## src/rtl/kgp_pc_pkg.sv

```systemverilog
// Shared definitions for the program-counter / fetch sequencer.
//   - PCSel encodings driven by the branch-select stage
//   - sequencer state enumeration
//   - instruction size in bytes
package kgp_pc_pkg;

  localparam logic [1:0] PCSEL_SEQ = 2'b00;  // PC + 4
  localparam logic [1:0] PCSEL_BR  = 2'b01;  // unconditional branch
  localparam logic [1:0] PCSEL_BRC = 2'b11;  // conditional branch, taken
  localparam logic [1:0] PCSEL_JR  = 2'b10;  // register jump

  localparam int INSTR_BYTES = 4;

  typedef enum logic [1:0] {
    ST_FETCH  = 2'b00,
    ST_EXEC   = 2'b01,
    ST_HALTED = 2'b10
  } seq_state_e;

endpackage

```

## src/rtl/next_pc_calc.sv

```systemverilog
// Combinational next-PC computation.
// Ports:
//   i_pc         current PC (byte address)
//   i_pcsel      next-PC select (kgp_pc_pkg PCSEL_* encodings)
//   i_offset     signed branch offset in instruction words
//   i_regtarget  register jump target (byte address)
//   o_next_pc    selected next PC, wraps modulo 2^PC_WIDTH
//   o_misalign   register jump target is not word aligned
module next_pc_calc
  import kgp_pc_pkg::*;
#(
  parameter int PC_WIDTH  = 32,
  parameter int OFF_WIDTH = 26
) (
  input  logic                        i_pc_dummy_unused_guard,
  input  logic        [PC_WIDTH-1:0]  i_pc,
  input  logic        [1:0]           i_pcsel,
  input  logic signed [OFF_WIDTH-1:0] i_offset,
  input  logic        [PC_WIDTH-1:0]  i_regtarget,
  output logic        [PC_WIDTH-1:0]  o_next_pc,
  output logic                        o_misalign
);

  logic        [PC_WIDTH-1:0] w_seq;
  logic signed [PC_WIDTH-1:0] w_off_sx;
  logic        [PC_WIDTH-1:0] w_branch;

  assign w_seq    = i_pc + PC_WIDTH'(INSTR_BYTES);
  // Sized cast of a signed operand sign-extends the word offset.
  assign w_off_sx = PC_WIDTH'(i_offset);
  // Branch targets are relative to the following instruction.
  assign w_branch = w_seq + PC_WIDTH'(w_off_sx <<< 2);

  always_comb begin
    o_next_pc  = w_seq;
    o_misalign = 1'b0;
    case (i_pcsel)
      PCSEL_BR, PCSEL_BRC: o_next_pc = w_branch;
      PCSEL_JR: begin
        o_next_pc  = i_regtarget;
        o_misalign = (i_regtarget[1:0] != 2'b00) | (i_pc_dummy_unused_guard & 1'b0);
      end
      default: o_next_pc = w_seq;
    endcase
  end

endmodule

```

## src/rtl/pc_sequencer.sv

```systemverilog
// Program-counter and instruction-fetch sequencer.
// Takes the PCSel decision for the instruction in flight, fetches the next
// instruction over a req/ack handshake and holds it for the datapath until
// ExecDone. Counts retired instructions and parks in HALTED on a halt
// instruction or a misaligned register jump (sticky Fault).
// Ports:
//   clk, rst                 clock, synchronous active-high reset
//   PCSel/Offset/RegTarget   next-PC controls, sampled only with ExecDone
//   ExecDone, Halt           instruction completion / halt indication
//   IMemReq/IMemAddr         fetch request and address (address == PC)
//   IMemAck/IMemData         fetch response
//   PC, LinkPC               current PC and PC + 4
//   Instr, InstrValid        latched instruction, one-cycle load pulse
//   RetireCount              retired instruction count (wraps)
//   Halted, Fault            stopped status, sticky misalignment fault
module pc_sequencer
  import kgp_pc_pkg::*;
#(
  parameter int                 PC_WIDTH  = 32,
  parameter int                 OFF_WIDTH = 26,
  parameter logic [PC_WIDTH-1:0] RESET_PC  = '0
) (
  input  logic                        clk,
  input  logic                        rst,
  input  logic        [1:0]           PCSel,
  input  logic signed [OFF_WIDTH-1:0] Offset,
  input  logic        [PC_WIDTH-1:0]  RegTarget,
  input  logic                        ExecDone,
  input  logic                        Halt,
  input  logic                        IMemAck,
  input  logic        [31:0]          IMemData,
  output logic                        IMemReq,
  output logic        [PC_WIDTH-1:0]  IMemAddr,
  output logic        [PC_WIDTH-1:0]  PC,
  output logic        [31:0]          Instr,
  output logic                        InstrValid,
  output logic        [PC_WIDTH-1:0]  LinkPC,
  output logic        [31:0]          RetireCount,
  output logic                        Halted,
  output logic                        Fault
);

  seq_state_e          r_state;
  logic [PC_WIDTH-1:0] r_pc;
  logic [31:0]         r_instr;
  logic                r_instr_vld;
  logic [31:0]         r_retire;
  logic                r_halted;
  logic                r_fault;

  logic [PC_WIDTH-1:0] w_next_pc;
  logic                w_misalign;

  next_pc_calc #(
    .PC_WIDTH  (PC_WIDTH),
    .OFF_WIDTH (OFF_WIDTH)
  ) u_next_pc (
    .i_pc_dummy_unused_guard (1'b0),
    .i_pc                    (r_pc),
    .i_pcsel                 (PCSel),
    .i_offset                (Offset),
    .i_regtarget             (RegTarget),
    .o_next_pc               (w_next_pc),
    .o_misalign              (w_misalign)
  );

  always_ff @(posedge clk) begin
    if (rst) begin
      r_state     <= ST_FETCH;
      r_pc        <= RESET_PC;
      r_instr     <= '0;
      r_instr_vld <= 1'b0;
      r_retire    <= '0;
      r_halted    <= 1'b0;
      r_fault     <= 1'b0;
    end else begin
      r_instr_vld <= 1'b0;
      case (r_state)
        ST_FETCH: begin
          if (IMemAck) begin
            r_instr     <= IMemData;
            r_instr_vld <= 1'b1;
            r_state     <= ST_EXEC;
          end
        end
        ST_EXEC: begin
          if (ExecDone) begin
            r_retire <= r_retire + 32'd1;
            // Halt takes priority over a misaligned jump in the same cycle.
            if (Halt) begin
              r_halted <= 1'b1;
              r_state  <= ST_HALTED;
            end else if (w_misalign) begin
              r_fault  <= 1'b1;
              r_halted <= 1'b1;
              r_state  <= ST_HALTED;
            end else begin
              r_pc    <= w_next_pc;
              r_state <= ST_FETCH;
            end
          end
        end
        ST_HALTED: r_halted <= 1'b1;
        default:   r_state  <= ST_FETCH;
      endcase
    end
  end

  // Request is masked while rst is high so no fetch is issued in the reset cycle.
  assign IMemReq     = (r_state == ST_FETCH) && !rst;
  assign IMemAddr    = r_pc;
  assign PC          = r_pc;
  assign LinkPC      = r_pc + PC_WIDTH'(INSTR_BYTES);
  assign Instr       = r_instr;
  assign InstrValid  = r_instr_vld;
  assign RetireCount = r_retire;
  assign Halted      = r_halted;
  assign Fault       = r_fault;

endmodule

```

## config.mk

```make
export PLATFORM = sky130hd
export DESIGN_NAME = pc_sequencer
export DESIGN_NICKNAME = d
export VERILOG_FILES = /design/src/rtl/kgp_pc_pkg.sv /design/src/rtl/next_pc_calc.sv /design/src/rtl/pc_sequencer.sv
export SDC_FILE = /design/constraint.sdc
export NUM_CORES = 1
export LEC_CHECK = 0
export CORE_MARGIN = 2
export CORE_UTILIZATION = 49
export CTS_CLUSTER_SIZE = 25
export DETAILED_ROUTE_END_ITERATION = 8
export GPL_TIMING_DRIVEN = 0
export PLACE_DENSITY_LB_ADDON = 0.2
export SETUP_SLACK_MARGIN = 0.3
export SLEW_MARGIN = 30
export SYNTH_ARGS = -nofsm -noshare
export SYNTH_HDL_FRONTEND = slang
export SYNTH_SLANG_ARGS = --single-unit
```

## constraint.sdc

```tcl
create_clock -name clk -period 5.58 [get_ports clk]
set_clock_uncertainty 0.1 [all_clocks]
set_input_delay 0.837 -clock clk [delete_from_list [all_inputs] [get_ports clk]]
set_output_delay 0.837 -clock clk [all_outputs]
set_load 0.02 [all_outputs]
```

# Word-level counts from Yosys, hierarchy flattened
# Cells that the tools add are included.
# W data, S select, Z words.
# op_classes
n_addsub	3
n_eq_ne	8
mux	12
bitwise_logic	4
n_reduce_logical	13
# ops
operator	count
$pmux W32 S2	1
$add A32 B1 Y32 const B	1
$add A32 B3 Y32 const B	1
$add A32 B32 Y32	1
$mux W2	4
$reduce_and A4 Y1	2
$eq A2 B2 Y1 const B	3
$pmux W2 S3	1
$reduce_and A3 Y1	2
$mux W1	5
$eq A2 B1 Y1 const B	2
$ne A2 B2 Y1 const B	2
$not A1 Y1	4
$reduce_and A2 Y1	2
$reduce_bool A2 Y1	2
$reduce_or A2 Y1	2
$ne A3 B2 Y1 const B	1
$logic_not A2 Y1	1
$pmux W1 S2	1
$logic_and A1 B1 Y1	1
$logic_not A1 Y1	1
# totals
ff_bits	101
in_bits	97
out_inout_bits	164
wordCells	47

# Logic depth before layout (Yosys ltp)
# depth
depth_word	6
ltp_mapped	15
ltp_nobuf	15

# Hierarchy
# From an unflattened synthesis, not the netlist that was laid out.
# hier_totals
hier_cells	1003
area_unflattened_um2	7412.1
# modules_own_cells
module	instances	cells_each	area_per_inst_um2	seq_area_each_um2
pc_sequencer	1	587	4570.6	2021.9
next_pc_calc	1	416	2841.5	0.0

# Worst setup path after synthesis
# OpenSTA, ideal clock, no wires.
# synth_path
kind	reg2reg
startpoint	register r_pc[2], in the netlist IMemAddr[2]
endpoint	register r_pc[31], in the netlist IMemAddr[31]
setup_ns	0.086
t_arrival_ns	3.707
required_time_ns	5.394
slack_ns	1.687
path_stages_with_launch	16
path_buffers	1
synth_period_minus_slack_ns	3.893
cell_sequence	dfxtp_1 ha_1 and3_1 nand4_1 nor3_1 xor2_1 ha_1 buf_2 a21oi_1 o211ai_1 a41o_1 o21bai_1 o21ba_2 o31ai_1 xnor2_1 a221oi_2
# synth_between
elab_chain_len	3
# synth_rtl
element	line	source
start, declared	pc_sequencer.sv:44	logic [PC_WIDTH-1:0] r_pc;
start signal, assigned	pc_sequencer.sv:98	r_pc <= w_next_pc;
$add A32 B3 Y32	--	
named net LinkPC[20]	pc_sequencer.sv:37	output logic [PC_WIDTH-1:0] LinkPC,
$add A32 B32 Y32	next_pc_calc.sv:32	assign w_branch = w_seq + PC_WIDTH'(w_off_sx <<< 2);
$pmux W32 S2	next_pc_calc.sv:37	case (i_pcsel)
# The timed path passes the listed nets, and every way through them passes these cells.
# A chain may end at the register's enable or synchronous reset.

# Final worst setup path
# layout_path
startpoint	register r_pc[2], in the netlist IMemAddr[2]
endpoint	register r_pc[24], in the netlist IMemAddr[24]
# layout_between
elab_chain_len	3
# layout_rtl
element	line	source
$add A32 B3 Y32 *	next_pc_calc.sv:28	assign w_seq = i_pc + PC_WIDTH'(INSTR_BYTES);
$add A32 B32 Y32	next_pc_calc.sv:32	
$pmux W32 S2 *	next_pc_calc.sv:37	
# Mark *: on every way between the ends. The rest lies on a longest branch, timed or not.

==> impl_results.rst <==
.. list-table::
   :header-rows: 1

   * - Metric
     - Value
   * - Required time at the endpoint of the critical path
     - a little under 6 ns
   * - Final hold slack
     - between 0.3 and 0.4 ns
   * - FF+latch count, synth
     - 101
   * - Port bufs
     - between 200 and 300
   * - Layout area overhead
     - 45.3%
   * - Leakage power of the design
     - between 3 and 4 nW
   * - Top-area cell type share of the netlist area
     - slightly below 30%
   * - Register-to-register setup slack
     - approximately 1.1 ns
   * - Number of setup buffers added after CTS
     - 0
   * - Synthesized instance count
     - roughly 900
   * - Netlist area before placement
     - about 6800 sq um
   * - Ranking of synthesized cells by area
     - sky130_fd_sc_hd__dfxtp_1 30%, sky130_fd_sc_hd__nand2_1 7.9%, sky130_fd_sc_hd__ha_1 6.9%, sky130_fd_sc_hd__a21oi_1 6.7%, sky130_fd_sc_hd__xor2_1 5.0%
   * - Crit path buf inv count
     - 0
   * - Cell type group with the largest total delay on the critical path
     - compound AO/OA/AOI/OAI gates
   * - Largest fanout on the critical path
     - 8
   * - Maximum clock insertion buffer count
     - 2
   * - Final WL
     - ~23000 um
   * - Cell type with the highest aggregate area in the netlist
     - sky130_fd_sc_hd__dfxtp_1
   * - Site row count
     - 43
   * - Main flop type after synthesis
     - sky130_fd_sc_hd__dfxtp_1
   * - Crit Path Class
     - reg -> reg
   * - Fin crit share
     - between 70% and 80%
   * - Layout fillers
     - roughly 1200
   * - Minimum setup slack in the final design
     - around 1.1 ns
   * - Violation count after the first detailed-route iteration
     - 550
   * - Pin count of the biggest net entering global routing
     - 21
   * - Final layout net count
     - roughly 1300
   * - Count leader, synth
     - sky130_fd_sc_hd__nand2_1
   * - Path category of the worst min-delay check
     - reg -> reg
   * - Avg Inst Size Synth
     - 7.77 sq um
   * - Number of distinct library cell variants in the gate-level netlist after synthesis
     - 75
   * - Total setup violations reported at the end of the flow
     - 0
   * - Count of hold buffers inserted by post-cts repair
     - 0
   * - RSZ-0062 raised after global routing
     - false
   * - Worst path cell trace
     - ha_1 > and3_1 > nand4_1 > xnor2_1 > ha_1 > nand2_1 > a2111oi_0 > o21ai_0 > a31oi_1 > a211oi_1 > xnor2_1 > o211ai_1 > a21oi_1
   * - First-pass GRT wire length
     - 35900 um
   * - Sequential element share of the synthesized area
     - between 20% and 30%
   * - Dpl ws
     - approximately 1.3 ns
   * - Number of nets with antenna violations after detailed routing
     - 0
   * - Remaining max-slew budget at the tightest pin
     - between 30% and 40%
   * - Top achievable clock speed
     - ~220 MHz
   * - Remaining global-route overflow
     - 0
   * - Clock insertion delay at the later pin of the skew report
     - between 0.3 and 0.4 ns
   * - Placer's final routability congestion estimate
     - between 0.9 and 1
   * - Top-level I/O count
     - approximately 260
   * - Net count after synthesis
     - just over 1000
   * - Initial antenna violation count
     - 0
   * - Clock tree from TritonCTS
     - built
   * - Clock transition at the registers of the reported paths
     - around 0.080 ns
   * - Total iterations of the first detailed-routing run
     - 5
   * - Wire length per cell after detailed routing
     - 17.5 um
   * - Cell at the root of the clock tree
     - sky130_fd_sc_hd__clkbuf_16
   * - Launching point of the worst reg2reg path
     - IMemAddr[2]
   * - Capturing element type of the critical path
     - register
   * - Hold Path Origin
     - Instr[8]
   * - Master of the slowest instance on the critical path
     - sky130_fd_sc_hd__dfxtp_1
   * - Total number of yosys warnings
     - 0
   * - Number of vias after detailed routing
     - between 7000 and 8000
   * - Number of enable flip-flop cells after synthesis
     - 0
   * - Post-layout minimum cycle time
     - about 4.5 ns
   * - Power per unit of standard cell area
     - 196 nW/um^2
   * - CP startpoint
     - IMemAddr[2]
   * - Worst VDD drop
     - ~0.2 mV
   * - Sum of negative setup slack
     - 0 ns
   * - Die Outline Area
     - between 10000 and 15000 sq um
   * - Vias in the first global route
     - between 6000 and 7000
   * - GRT Util Overall
     - 30.5%
   * - Top post-synthesis cells by count
     - 144 x sky130_fd_sc_hd__nand2_1, 101 x sky130_fd_sc_hd__dfxtp_1, 91 x sky130_fd_sc_hd__a21oi_1, 81 x sky130_fd_sc_hd__nor2_1, 39 x sky130_fd_sc_hd__xor2_1
   * - Die Y-Extent
     - approximately 120 um
   * - Actual transition at the worst max-transition pin
     - ~0.95 ns
   * - Inserted Clock Buffers
     - 9
   * - Sink Count
     - just over 100
   * - Initial Utilization
     - between 40% and 50%
   * - Worst setup SP type
     - register
   * - Max_cap viols
     - 0
   * - Post_cts resized
     - 0
   * - Post-DP HPWL
     - approximately 18000 um
   * - Number of remaining DRC errors
     - 0
   * - Floorplan Core Area
     - 13800 sq um
   * - Crit path largest cell delay
     - roughly 0.53 ns
   * - H-tree depth reported by CTS
     - 3
   * - Final slew viol count
     - 0
   * - Worst Path Arrival
     - around 4.7 ns
   * - Final Hold Vio Count
     - 0
   * - Run status
     - finished, final reports clean
   * - Share of cells above drive strength 1
     - approximately 7.2%
   * - Fraction of synthesis flops using an asynchronous set or reset pin
     - 0%
   * - Antenna diode instance count
     - 0
   * - Chip Width
     - about 120 um
   * - Via count normalized by instance count
     - ~5.6
## registers in the layout, summed over array words and instances (netlist names)
| signal | count |
|---|---|
| Fault | 1 |
| Halted | 1 |
| IMemAddr | 32 |
| Instr | 32 |
| InstrValid | 1 |
| RetireCount | 32 |
| r_state | 2 |
## worst reg2reg max path, stage by stage (launching register included)
cell	delay, ns
sky130_fd_sc_hd__dfxtp_1	0.53
sky130_fd_sc_hd__ha_1	0.24
sky130_fd_sc_hd__and3_1	0.31
sky130_fd_sc_hd__nand4_1	0.45
sky130_fd_sc_hd__xnor2_1	0.50
sky130_fd_sc_hd__ha_1	0.30
sky130_fd_sc_hd__nand2_1	0.15
sky130_fd_sc_hd__a2111oi_0	0.34
sky130_fd_sc_hd__o21ai_0	0.35
sky130_fd_sc_hd__a31oi_1	0.44
sky130_fd_sc_hd__a211oi_1	0.17
sky130_fd_sc_hd__xnor2_1	0.18
sky130_fd_sc_hd__o211ai_1	0.14
sky130_fd_sc_hd__a21oi_1	0.18
## final cells by class
| cell class | instances | area [sq um] | area share (%) |
|---|---|---|---|
| Sequential cell | 101 | 2020 | 20.3 |
| Clock inverter | 7 | 76.3 | 0.767 |
| Timing Repair Buffer | 257 | 2570 | 25.9 |
| Multi-Input combinational cell | 686 | 4340 | 43.6 |
| Clock buffer | 9 | 225 | 2.26 |
| Buffer | 76 | 420 | 4.23 |
| Tap cell | 180 | 225 | 2.26 |
| Inverter | 18 | 67.6 | 0.679 |
## path summary, 6_finish.rpt
kind | cells past startpoint | end
setup / recovery | 13 | IMemAddr[24]
hold / removal | 2 | Instr[8]
setup reg to reg | 13 | IMemAddr[24]
hold reg to reg | 2 | Instr[8]
## metal layers
layer,GRT usage [%],wire length (um)
met5,0,0
met4,9.12,508
met3,6.51,2030
met2,51.4,11100
met1,39.0,9730
## per-stage QoR
| step | cell area [sq um] | power [mW] | cells | utilization [%] |
|---|---|---|---|---|
| detailed placement | 9650 | 1.31 | 1318 | 70.0 |
| global route | 9950 | 2.03 | 1334 | 72.2 |
| finish | 9950 | 1.95 | 1334 | 72.2 |
| floorplan | 6850 | 1.08 | 881 | - |
| global placement | 9650 | 1.30 | 1318 | 70.0 |
| CTS | 9950 | 1.96 | 1334 | 72.2 |
## cell usage in the layout, fill, tap and decap left out, drive strengths merged, types with 38 or more instances in the layout
cell,netlist,routed
clkdlybuf4s50,0,257
nor2,82,82
clkbuf,35,44
xor2,40,40
a21oi,91,91
ha,38,38
o21ai,39,39
buf,41,41
dfxtp,101,101
nand2,145,145
## where the power goes
group	internal [mW]	leakage (nW)	switching [mW]	total, mW
sequential	0.751	0.821	0.0295	0.781
combinational	0.243	2.93	0.276	0.519
clock	0.321	0.149	0.332	0.653
total	1.31	3.90	0.637	1.95
## kinds of logic after synthesis
group	synth area share (%)
simple gates	22.5
compound gates	20.9
flops	29.5
buf+inv	7.13
xor+xnor	9.72
fa+ha+maj	7.24
mux	2.96
Power figures use the tool's default switching activity.
